==> config.mk <==
export PLATFORM = sky130hd
export DESIGN_NAME = uart_apb_regs_flat
export DESIGN_NICKNAME = d
export VERILOG_FILES = /design/src/rtl/uart_apb_pkg.sv /design/src/rtl/uart_apb_regs_if.sv /design/src/rtl/uart_baud_gen.sv /design/src/rtl/uart_apb_regs.sv /design/src/flat_wrapper.sv
export SDC_FILE = /design/constraint.sdc
export NUM_CORES = 1
export LEC_CHECK = 0
export CORE_ASPECT_RATIO = 2
export CORE_MARGIN = 8
export CORE_UTILIZATION = 47
export DETAILED_ROUTE_END_ITERATION = 16
export GPL_ROUTABILITY_DRIVEN = 0
export PLACE_DENSITY = 0.81
export REMOVE_ABC_BUFFERS = 1
export SKIP_CTS_REPAIR_TIMING = 1
export SLEW_MARGIN = 5
export SYNTH_ARGS = -nofsm -noshare
export SYNTH_HDL_FRONTEND = slang
export SYNTH_SLANG_ARGS = --single-unit
==> constraint.sdc <==
create_clock -name clk -period 3.03 [get_ports clk]
set_input_delay 0.909 -clock clk [delete_from_list [all_inputs] [get_ports clk]]
set_output_delay 0.909 -clock clk [all_outputs]
set_load 0.03 [all_outputs]
==> src/rtl/uart_apb_pkg.sv <==
// Shared constants for the UART APB register front-end.
package uart_apb_pkg;

  // Word offsets, compared against paddr[3:2]
  localparam logic [1:0] AddrData   = 2'd0;
  localparam logic [1:0] AddrStatus = 2'd1;
  localparam logic [1:0] AddrCtrl   = 2'd2;
  localparam logic [1:0] AddrBaud   = 2'd3;

  // STATUS bit positions
  localparam int unsigned StTxFull  = 0;
  localparam int unsigned StRxEmpty = 1;
  localparam int unsigned StErr     = 2;

  // CTRL bit positions
  localparam int unsigned CtrlRxIrqEn  = 0;
  localparam int unsigned CtrlErrIrqEn = 1;

  localparam logic [15:0] DefaultDiv = 16'd27;

endpackage

==> src/rtl/uart_apb_regs_if.sv <==
// APB3 bus bundle between the host and the UART register front-end.
interface uart_apb_regs_if;
  logic        psel;
  logic        penable;
  logic        pwrite;
  logic [3:0]  paddr;
  logic [31:0] pwdata;
  logic [31:0] prdata;
  logic        pready;
  logic        pslverr;

  modport master (
    output psel, penable, pwrite, paddr, pwdata,
    input  prdata, pready, pslverr
  );

  modport slave (
    input  psel, penable, pwrite, paddr, pwdata,
    output prdata, pready, pslverr
  );
endinterface

==> src/rtl/uart_baud_gen.sv <==
// Programmable 16x-oversampling tick generator; tick period is div cycles.
module uart_baud_gen #(
  parameter logic [15:0] DEFAULT_DIV = 16'd27
) (
  input  logic        clk,
  input  logic        rst,
  input  logic [15:0] div,
  input  logic        div_load,
  output logic [15:0] div_q,
  output logic        tick
);

  logic [15:0] cnt_q;

  // Divisor register, free-running counter and registered tick
  always_ff @(posedge clk or posedge rst) begin
    if (rst) begin
      div_q <= DEFAULT_DIV;
      cnt_q <= '0;
      tick  <= 1'b0;
    end else if (div_load) begin
      // New divisor restarts the period from zero
      div_q <= div;
      cnt_q <= '0;
      tick  <= 1'b0;
    end else if (div_q == 16'd0) begin
      cnt_q <= '0;
      tick  <= 1'b0;
    end else if (cnt_q == div_q - 16'd1) begin
      cnt_q <= '0;
      tick  <= 1'b1;
    end else begin
      cnt_q <= cnt_q + 16'd1;
      tick  <= 1'b0;
    end
  end

endmodule

==> src/rtl/uart_apb_regs.sv <==
// APB3 register front-end driving the UART FIFOs, baud tick and interrupt.
module uart_apb_regs
  import uart_apb_pkg::*;
#(
  parameter int unsigned DATA_BITS   = 8,
  parameter logic [15:0] DEFAULT_DIV = DefaultDiv
) (
  input  logic                 clk,
  input  logic                 rst,
  uart_apb_regs_if.slave       apb,
  output logic                 tx_fifo_wr_en,
  output logic [DATA_BITS-1:0] tx_fifo_din,
  input  logic                 tx_fifo_full,
  output logic                 rx_fifo_rd_en,
  input  logic [DATA_BITS-1:0] rx_fifo_dout,
  input  logic                 rx_fifo_empty,
  input  logic                 rx_error,
  output logic                 baud_tick,
  output logic                 irq
);

  logic        setup, access;
  logic [1:0]  word;
  logic        data_wr, status_wr, ctrl_wr, baud_wr;
  logic        rd_empty_q;
  logic        err_sticky;
  logic [1:0]  ctrl_q;
  logic [15:0] div_q;

  assign setup     = apb.psel & ~apb.penable;
  assign access    = apb.psel & apb.penable;
  assign word      = apb.paddr[3:2];
  assign data_wr   = access & apb.pwrite & (word == AddrData);
  assign status_wr = access & apb.pwrite & (word == AddrStatus);
  assign ctrl_wr   = access & apb.pwrite & (word == AddrCtrl);
  assign baud_wr   = access & apb.pwrite & (word == AddrBaud);

  assign apb.pready = 1'b1;

  // Pop is issued in setup so the byte is on rx_fifo_dout during access
  assign rx_fifo_rd_en = setup & ~apb.pwrite & (word == AddrData) & ~rx_fifo_empty & ~rst;

  // Access-phase read mux and error response; zero outside access or in reset
  always_comb begin
    apb.prdata  = '0;
    apb.pslverr = 1'b0;
    if (access && !rst) begin
      if (apb.pwrite) begin
        apb.pslverr = (word == AddrData) & tx_fifo_full;
      end else begin
        case (word)
          AddrData: begin
            if (rd_empty_q) apb.pslverr = 1'b1;
            else            apb.prdata[DATA_BITS-1:0] = rx_fifo_dout;
          end
          AddrStatus: begin
            apb.prdata[StTxFull]  = tx_fifo_full;
            apb.prdata[StRxEmpty] = rx_fifo_empty;
            apb.prdata[StErr]     = err_sticky;
          end
          AddrCtrl: apb.prdata[1:0]  = ctrl_q;
          default:  apb.prdata[15:0] = div_q;
        endcase
      end
    end
  end

  // Register writes, TX push, sticky error and interrupt
  always_ff @(posedge clk or posedge rst) begin
    if (rst) begin
      rd_empty_q    <= 1'b0;
      tx_fifo_wr_en <= 1'b0;
      tx_fifo_din   <= '0;
      ctrl_q        <= '0;
      err_sticky    <= 1'b0;
      irq           <= 1'b0;
    end else begin
      // Empty decision for a DATA read is frozen at setup
      if (setup && !apb.pwrite && word == AddrData) rd_empty_q <= rx_fifo_empty;
      tx_fifo_wr_en <= data_wr & ~tx_fifo_full;
      if (data_wr && !tx_fifo_full) tx_fifo_din <= apb.pwdata[DATA_BITS-1:0];
      if (ctrl_wr) ctrl_q <= apb.pwdata[1:0];
      // Set has priority over a simultaneous clear
      if (rx_error)                             err_sticky <= 1'b1;
      else if (status_wr && apb.pwdata[StErr])  err_sticky <= 1'b0;
      irq <= (ctrl_q[CtrlRxIrqEn] & ~rx_fifo_empty) | (ctrl_q[CtrlErrIrqEn] & err_sticky);
    end
  end

  uart_baud_gen #(
    .DEFAULT_DIV (DEFAULT_DIV)
  ) u_baud_gen (
    .clk      (clk),
    .rst      (rst),
    .div      (apb.pwdata[15:0]),
    .div_load (baud_wr),
    .div_q    (div_q),
    .tick     (baud_tick)
  );

endmodule

==> src/flat_wrapper.sv <==
// flat-port wrapper written by rule: the top's interface ports become plain ports
module uart_apb_regs_flat import uart_apb_pkg::*;
#(
  parameter int unsigned DATA_BITS   = 8,
  parameter logic [15:0] DEFAULT_DIV = DefaultDiv
)
  (clk, rst, tx_fifo_wr_en, tx_fifo_din, tx_fifo_full, rx_fifo_rd_en, rx_fifo_dout, rx_fifo_empty, rx_error, baud_tick, irq, apb_psel, apb_penable, apb_pwrite, apb_paddr, apb_pwdata, apb_prdata, apb_pready, apb_pslverr);
  uart_apb_regs_if apb_i ();
  input  logic clk;
  input  logic rst;
  output logic tx_fifo_wr_en;
  output logic [DATA_BITS-1:0] tx_fifo_din;
  input  logic tx_fifo_full;
  output logic rx_fifo_rd_en;
  input  logic [DATA_BITS-1:0] rx_fifo_dout;
  input  logic rx_fifo_empty;
  input  logic rx_error;
  output logic baud_tick;
  output logic irq;
  input wire logic [$bits(apb_i.psel)-1:0] apb_psel;
  input wire logic [$bits(apb_i.penable)-1:0] apb_penable;
  input wire logic [$bits(apb_i.pwrite)-1:0] apb_pwrite;
  input wire logic [$bits(apb_i.paddr)-1:0] apb_paddr;
  input wire logic [$bits(apb_i.pwdata)-1:0] apb_pwdata;
  output wire logic [$bits(apb_i.prdata)-1:0] apb_prdata;
  output wire logic [$bits(apb_i.pready)-1:0] apb_pready;
  output wire logic [$bits(apb_i.pslverr)-1:0] apb_pslverr;
  assign apb_i.psel = apb_psel;
  assign apb_i.penable = apb_penable;
  assign apb_i.pwrite = apb_pwrite;
  assign apb_i.paddr = apb_paddr;
  assign apb_i.pwdata = apb_pwdata;
  assign apb_prdata = apb_i.prdata;
  assign apb_pready = apb_i.pready;
  assign apb_pslverr = apb_i.pslverr;
  uart_apb_regs #(.DATA_BITS(DATA_BITS), .DEFAULT_DIV(DEFAULT_DIV)) u_core (.clk(clk), .rst(rst), .apb(apb_i), .tx_fifo_wr_en(tx_fifo_wr_en), .tx_fifo_din(tx_fifo_din), .tx_fifo_full(tx_fifo_full), .rx_fifo_rd_en(rx_fifo_rd_en), .rx_fifo_dout(rx_fifo_dout), .rx_fifo_empty(rx_fifo_empty), .rx_error(rx_error), .baud_tick(baud_tick), .irq(irq));
endmodule
# Word-level counts from Yosys, hierarchy flattened
# Index checks and enable logic that the tools add are counted.
# classes
order_cmp	0
n_shift	0
mul	0
n_addsub	2
reduce_logical	13
div	0
n_mux	19
n_eq_ne	4
n_bitwise	21
# ops
operator	count
two-way mux 16 bit	5
adder 16 x 1 -> 16 bit (second input constant)	1
== test 16 bit	1
zero test 16 bit	1
two-way mux 8 bit	2
subtractor 16 x 1 -> 16 bit (second input constant)	1
bitwise AND 1 bit	15
one-hot mux 5 bit (2 select lines)	1
two-way mux 1 bit	9
one-hot mux 2 bit (3 select lines)	1
logical AND 1 bit	5
inverter 1 bit	5
== test 2 bit (second input constant)	2
zero test 1 bit	3
one-hot mux 1 bit (3 select lines)	1
OR reduction 3 bit	1
== test 2 x 1 -> 1 bit (second input constant)	1
zero test 2 bit	1
nonzero test 2 bit	1
OR reduction 2 bit	1
bitwise OR 1 bit	1
# word_totals
ff_bits	47
memories	0
romBits	0
out_inout_bits	46
latchBits	0
ramBits	0

# Logic depth before layout (Yosys ltp)
# logic_depth
depth_word	6
depth_mapped	12

# By module
# From an unflattened synthesis, not the netlist that was laid out.
# unflattened
cells_unflattened	311
hier_area_um2	3042.9
# modules_own_cells
mod	cells_per_inst	area_each_um2	seq_area_each_um2	instances
uart_baud_gen	212	2055.7	830.8	1
uart_apb_regs	99	987.2	350.3	1

# Least setup slack after synthesis
# Ideal clock, no wire load.
# synth_path
kind	input to output
from	input apb_paddr[2]
to	output apb_prdata[0]
n_path_buf	1
arrival_time_ps	2352
required_ps	2121
cell_stages	4
slack_ps	-231
path_cell_list	clkbuf_1 > nor2_1 > a221oi_1 > a211oi_1
# synth_between
elab_chain_cells	4
word_cells_on_any_way	6
classes_between	eq/ne (2); mux (3); reduce/logical (1)
# synth_rtl
element	line	text
start, declared	flat_wrapper.sv:23	input wire logic [$bits(apb_i.paddr)-1:0] apb_paddr;
== test 2 bit (tied with other cells)	uart_apb_regs.sv:51	case (word)
one-hot mux 2 bit (3 select lines) (*)	uart_apb_regs.sv:51	
two-way mux 16 bit (*)	uart_apb_regs.sv:48	if (apb.pwrite) begin
two-way mux 16 bit (*)	uart_apb_regs.sv:47	if (access && !rst) begin
end, declared	flat_wrapper.sv:25	output wire logic [$bits(apb_i.prdata)-1:0] apb_prdata;
# Mark *: on every way between the ends. The rest lies on a longest branch, timed or not.

# Worst setup path after layout
# layout_path
from	input apb_penable
to	output apb_prdata[0]
# layout_between
elab_chain_cells	3
# layout_rtl
element	line	text
start, declared	flat_wrapper.sv:21	input wire logic [$bits(apb_i.penable)-1:0] apb_penable;
bitwise AND 1 bit	uart_apb_regs.sv:31	assign access = apb.psel & apb.penable;
logical AND 1 bit	uart_apb_regs.sv:47	
two-way mux 16 bit	uart_apb_regs.sv:47	
# Every way passes these cells.

==> run_summary.xml <==
<?xml version="1.0" encoding="UTF-8"?>
<metrics>
  <group name="power_and_ir_drop">
    <metric name="power_leakage" unit="nW">1.76</metric>
    <metric name="irDropWorstVdd" unit="mV">0.471</metric>
    <metric name="p_per_area" unit="nW/um^2">590</metric>
    <metric name="total_power" unit="mW">2.34</metric>
  </group>
  <group name="timing">
    <metric name="final.setup.tns" unit="ns">0</metric>
    <metric name="setup_viol_count_final" unit="">0</metric>
    <metric name="report.final.hold_viol_count" unit="">0</metric>
    <metric name="final_period_utilization" unit="%">97.5</metric>
    <metric name="timing.fmax" unit="GHz">0.338</metric>
    <metric name="fin_worst_skew" unit="ns">0.00789</metric>
    <metric name="minimum_clock_period_after_layout" unit="ns">2.95</metric>
    <metric name="timing.final.max_slew_violations" unit="">0</metric>
    <metric name="setup_repair_after_global_routing_missed_its_margin" unit="">no</metric>
    <metric name="whs" unit="ns">0.474</metric>
    <metric name="tightestPinTransition" unit="ns">1.01</metric>
    <metric name="timing.max_slew.rel_slack" unit="%">32.6</metric>
  </group>
  <group name="synth">
    <metric name="yosys.area_share.adder" unit="%">0.826</metric>
    <metric name="synth_top_flop_cell" unit="">sky130_fd_sc_hd__dfrtp_1</metric>
    <metric name="netlist_instances" unit="">337</metric>
    <metric name="combinational_family_with_the_most_area_after_synthesis" unit="">simple AND/OR/NAND/NOR gates</metric>
    <metric name="synth.ff_latch_count" unit="">47</metric>
    <metric name="synth_compound_gate_area_share" unit="%">8.59</metric>
    <metric name="sequential_to_total_area_share_from_yosys_stat" unit="%">39.0</metric>
    <metric name="fraction_of_synthesized_cell_area_in_xor_and_xnor_cells" unit="%">10.1</metric>
    <metric name="synth_enable_flop_cells" unit="">0</metric>
    <metric name="synth.mux.area_fraction" unit="%">6.94</metric>
    <metric name="yosys-top-cells-area" unit="">sky130_fd_sc_hd__dfrtp_1, sky130_fd_sc_hd__nand2_1, sky130_fd_sc_hd__xnor2_1</metric>
    <metric name="synth.cell_area" unit="sq um">3030</metric>
    <metric name="synth.largest_area_cell" unit="">sky130_fd_sc_hd__dfrtp_1</metric>
    <metric name="synth_simple_gate_area_share" unit="%">26.4</metric>
    <metric name="synth_area_per_cell" unit="sq um">8.99</metric>
    <metric name="yosys.cell_types.count" unit="">58</metric>
    <metric name="synth_largest_type_area_fraction" unit="%">35.5</metric>
    <metric name="yosys_warnings" unit="">0</metric>
    <metric name="async_flop_share" unit="%">100</metric>
  </group>
  <group name="route">
    <metric name="vias_per_cell" unit="">5.25</metric>
    <metric name="drtAntennaViolNets" unit="">0</metric>
    <metric name="drt_pre_antenna_iters" unit="">5</metric>
    <metric name="post_drt_wl_per_cell" unit="um">15.9</metric>
    <metric name="met3_length" unit="um">439</metric>
    <metric name="finalWirelength" unit="mm">7.89</metric>
    <metric name="vias" unit="">2606</metric>
    <metric name="wl_met2" unit="mm">4.51</metric>
    <metric name="wirelength_met1" unit="mm">2.66</metric>
    <metric name="drcViolationCount" unit="">0</metric>
    <metric name="initialDrtViolationCount" unit="">115</metric>
    <metric name="highest-signal-layer" unit="">met4</metric>
  </group>
  <group name="critical_path">
    <metric name="worstPathArrival" unit="ns">2.05</metric>
    <metric name="timing.critical_path.fanout_max" unit="">8</metric>
    <metric name="chain_of_cells_forming_the_critical_path" unit="">dlymetal6s2s_1 -&gt; nand2_2 -&gt; or3_4 -&gt; buf_6 -&gt; a211oi_2 -&gt; buf_4</metric>
    <metric name="critical_path.max_stage_delay" unit="ns">0.39</metric>
    <metric name="crit_path_end_kind" unit="">primary output</metric>
    <metric name="critical_path_required" unit="ns">2.12</metric>
    <metric name="critical-path-slowest-cell" unit="">sky130_fd_sc_hd__or3_4</metric>
    <metric name="path_class" unit="">in -&gt; out</metric>
    <metric name="crit_path_start_kind" unit="">input pin</metric>
  </group>
  <group name="die">
    <metric name="start_util" unit="%">48.4</metric>
    <metric name="core_area" unit="sq um">6260</metric>
    <metric name="die_h" unit="um">130</metric>
    <metric name="placement_rows" unit="">41</metric>
    <metric name="fp.dieW" unit="um">72.8</metric>
    <metric name="die_area" unit="sq um">9430</metric>
    <metric name="ios" unit="">98</metric>
  </group>
  <group name="cts">
    <metric name="cts.htree.levels" unit="">2</metric>
    <metric name="cts.sink_count" unit="">47</metric>
    <metric name="clk-insertion-delay-late" unit="ns">0.29</metric>
    <metric name="clock_path_buffers" unit="">2</metric>
    <metric name="clock_root_buffer_master" unit="">sky130_fd_sc_hd__clkbuf_16</metric>
    <metric name="path_clk_slew" unit="ns">0.06</metric>
    <metric name="cts_tree" unit="">done</metric>
    <metric name="tritoncts.num_buffers" unit="">5</metric>
  </group>
  <group name="place">
    <metric name="numPortBuffers" unit="">62</metric>
    <metric name="cell_area_placed" unit="sq um">3710</metric>
    <metric name="dp_hpwl" unit="mm">6.06</metric>
  </group>
  <group name="flow_run">
    <metric name="drv_cap" unit="">0</metric>
  </group>
  <group name="finish">
    <metric name="finalNetCount" unit="">463</metric>
    <metric name="area_growth" unit="%">30.7</metric>
    <metric name="fin_area" unit="sq um">3960</metric>
    <metric name="num_antenna_cells" unit="">0</metric>
    <metric name="post_route_cells_drive_above_1_share" unit="%">21.7</metric>
  </group>
  <group name="hold_path">
    <metric name="hold_path_class" unit="">reg -&gt; reg</metric>
  </group>
  <group name="outcome">
    <metric name="status" unit="">complete, no violations</metric>
  </group>
  <group name="global_routing">
    <metric name="first_global_vias" unit="">2724</metric>
    <metric name="antenna_violations_before_repair" unit="">0</metric>
    <metric name="groute.usage.overall" unit="%">16.9</metric>
    <metric name="grt_first_pass_wirelength" unit="mm">12.6</metric>
    <metric name="grt-ovfl-total" unit="">0</metric>
    <metric name="grt_max_degree" unit="">48</metric>
  </group>
</metrics>
logic make-up (layout without fill, tap and decap cells):
group,after synthesis,count (layout)
xor+xnor,35,35
other cells,2,17
buf+inv,39,97
fa+ha+maj,2,2
compound gates,35,35
simple gates,158,158
flops,47,47
mux,19,19
final cells by class:
type,instances,area [sq um]
Clock buffer,6,139
Multi-Input combinational cell,266,1710
Inverter,6,22.5
Tap cell,86,108
Fill cell,527,2300
Clock inverter,2,16.3
Timing Repair Buffer,83,786
Sequential cell,47,1180
where the power goes:
| part | internal (mW) | total [mW] | switching (mW) | leakage [nW] |
|---|---|---|---|---|
| combinational | 0.392 | 0.795 | 0.403 | 1.10 |
| sequential | 0.775 | 0.983 | 0.209 | 0.589 |
| clock | 0.329 | 0.559 | 0.230 | 0.0731 |
| total | 1.50 | 2.34 | 0.842 | 1.76 |
path summary, 6_finish.rpt:
kind	start	to	slack [ns]	cells past startpoint
max in group asynchronous	rst	u_core.tx_fifo_din[0]	1.68	4
max	apb_penable	apb_prdata[0]	0.08	6
min reg2reg	u_core.tx_fifo_din[6]	u_core.tx_fifo_din[6]	0.47	2
min	u_core.tx_fifo_din[6]	u_core.tx_fifo_din[6]	0.47	2
max reg2reg	u_core.u_baud_gen.div_q[0]	u_core.u_baud_gen.tick	0.23	9
min in group asynchronous	rst	u_core.u_baud_gen.div_q[8]	0.95	4
cell usage in the layout, fill, tap and decap left out, types with 3 or more instances in the layout:
master and count:
sky130_fd_sc_hd__and2_4 7, sky130_fd_sc_hd__nor3b_2 3, sky130_fd_sc_hd__nor2_1 36, sky130_fd_sc_hd__dlymetal6s2s_1 6, sky130_fd_sc_hd__dfrtp_1 43, sky130_fd_sc_hd__buf_4 29, sky130_fd_sc_hd__clkbuf_16 5, sky130_fd_sc_hd__mux2i_1 3
sky130_fd_sc_hd__dfstp_2 4, sky130_fd_sc_hd__clkdlybuf4s50_1 38, sky130_fd_sc_hd__nor3_1 8, sky130_fd_sc_hd__a21oi_1 5, sky130_fd_sc_hd__nor4_1 4, sky130_fd_sc_hd__nand2b_1 3, sky130_fd_sc_hd__and2_1 4, sky130_fd_sc_hd__nand2_1 57
sky130_fd_sc_hd__mux2_2 16, sky130_fd_sc_hd__a211oi_2 3, sky130_fd_sc_hd__buf_6 10, sky130_fd_sc_hd__xor2_1 11, sky130_fd_sc_hd__o21ai_0 6, sky130_fd_sc_hd__and3_1 4, sky130_fd_sc_hd__xnor2_1 24, sky130_fd_sc_hd__nand3_1 10
sky130_fd_sc_hd__a32oi_1 6, sky130_fd_sc_hd__inv_1 4, sky130_fd_sc_hd__conb_1 17
per-layer routing:
metal	vias to the layer above	track usage, %
met5	-	0
met4	0	9.38
met3	22	4.26
met2	80	32.1
met1	1241	15.3
li1	1263	-
through the flow:
step / util (%) / cells / worst slack [ns]
2_1_floorplan: - / 319 / -0.0326
5_1_grt: 63.3 / 496 / 0.0495
3_3_place_gp: 59.3 / 488 / -0.241
4_1_cts: 61.8 / 496 / -0.259
3_5_place_dp: 59.3 / 488 / -0.264
6_report: 63.3 / 496 / 0.0755
flip-flops by register name (all words and copies together), names as in the netlist:
| register | cells |
|---|---|
| u_core.u_baud_gen.tick | 1 |
| u_core.rd_empty_q | 1 |
| u_core.irq | 1 |
| u_core.tx_fifo_din | 8 |
| u_core.err_sticky | 1 |
| u_core.u_baud_gen.div_q | 16 |
| u_core.u_baud_gen.cnt_q | 16 |
| u_core.tx_fifo_wr_en | 1 |
| u_core.ctrl_q | 2 |
worst max-delay path: cells and delay by family:
family                 cells  cell delay (ns)
and+or+nand+nor            2             0.47
buffers and inverters      3             0.47
AOI/OAI and AO/OA          1             0.19
synthesized netlist by cell type, types with 2 or more instances:
| library cell | number |
|---|---|
| sky130_fd_sc_hd__a211oi_1 | 3 |
| sky130_fd_sc_hd__conb_1 | 2 |
| sky130_fd_sc_hd__clkbuf_1 | 10 |
| sky130_fd_sc_hd__nor2_1 | 37 |
| sky130_fd_sc_hd__nor2b_1 | 2 |
| sky130_fd_sc_hd__o31ai_1 | 2 |
| sky130_fd_sc_hd__buf_2 | 2 |
| sky130_fd_sc_hd__nor4b_1 | 2 |
| sky130_fd_sc_hd__xnor2_1 | 24 |
| sky130_fd_sc_hd__and2_1 | 10 |
| sky130_fd_sc_hd__a32oi_1 | 6 |
| sky130_fd_sc_hd__nand2b_1 | 3 |
| sky130_fd_sc_hd__nand3_1 | 10 |
| sky130_fd_sc_hd__dfrtp_1 | 43 |
| sky130_fd_sc_hd__ha_1 | 2 |
| sky130_fd_sc_hd__dfstp_2 | 4 |
| sky130_fd_sc_hd__buf_4 | 17 |
| sky130_fd_sc_hd__a221oi_1 | 2 |
| sky130_fd_sc_hd__and3_1 | 4 |
| sky130_fd_sc_hd__nor3b_2 | 3 |
| sky130_fd_sc_hd__nor4_1 | 4 |
| sky130_fd_sc_hd__mux2i_1 | 3 |
| sky130_fd_sc_hd__inv_1 | 5 |
| sky130_fd_sc_hd__o21ai_0 | 6 |
| sky130_fd_sc_hd__nor3_1 | 8 |
| sky130_fd_sc_hd__nand2_1 | 58 |
| sky130_fd_sc_hd__mux2_2 | 16 |
| sky130_fd_sc_hd__o22ai_1 | 2 |
| sky130_fd_sc_hd__or4b_1 | 2 |
| sky130_fd_sc_hd__a21oi_1 | 5 |
| sky130_fd_sc_hd__xor2_1 | 11 |
| sky130_fd_sc_hd__buf_6 | 2 |
| sky130_fd_sc_hd__nand4_1 | 2 |
(Power assumes the default switching activity.)
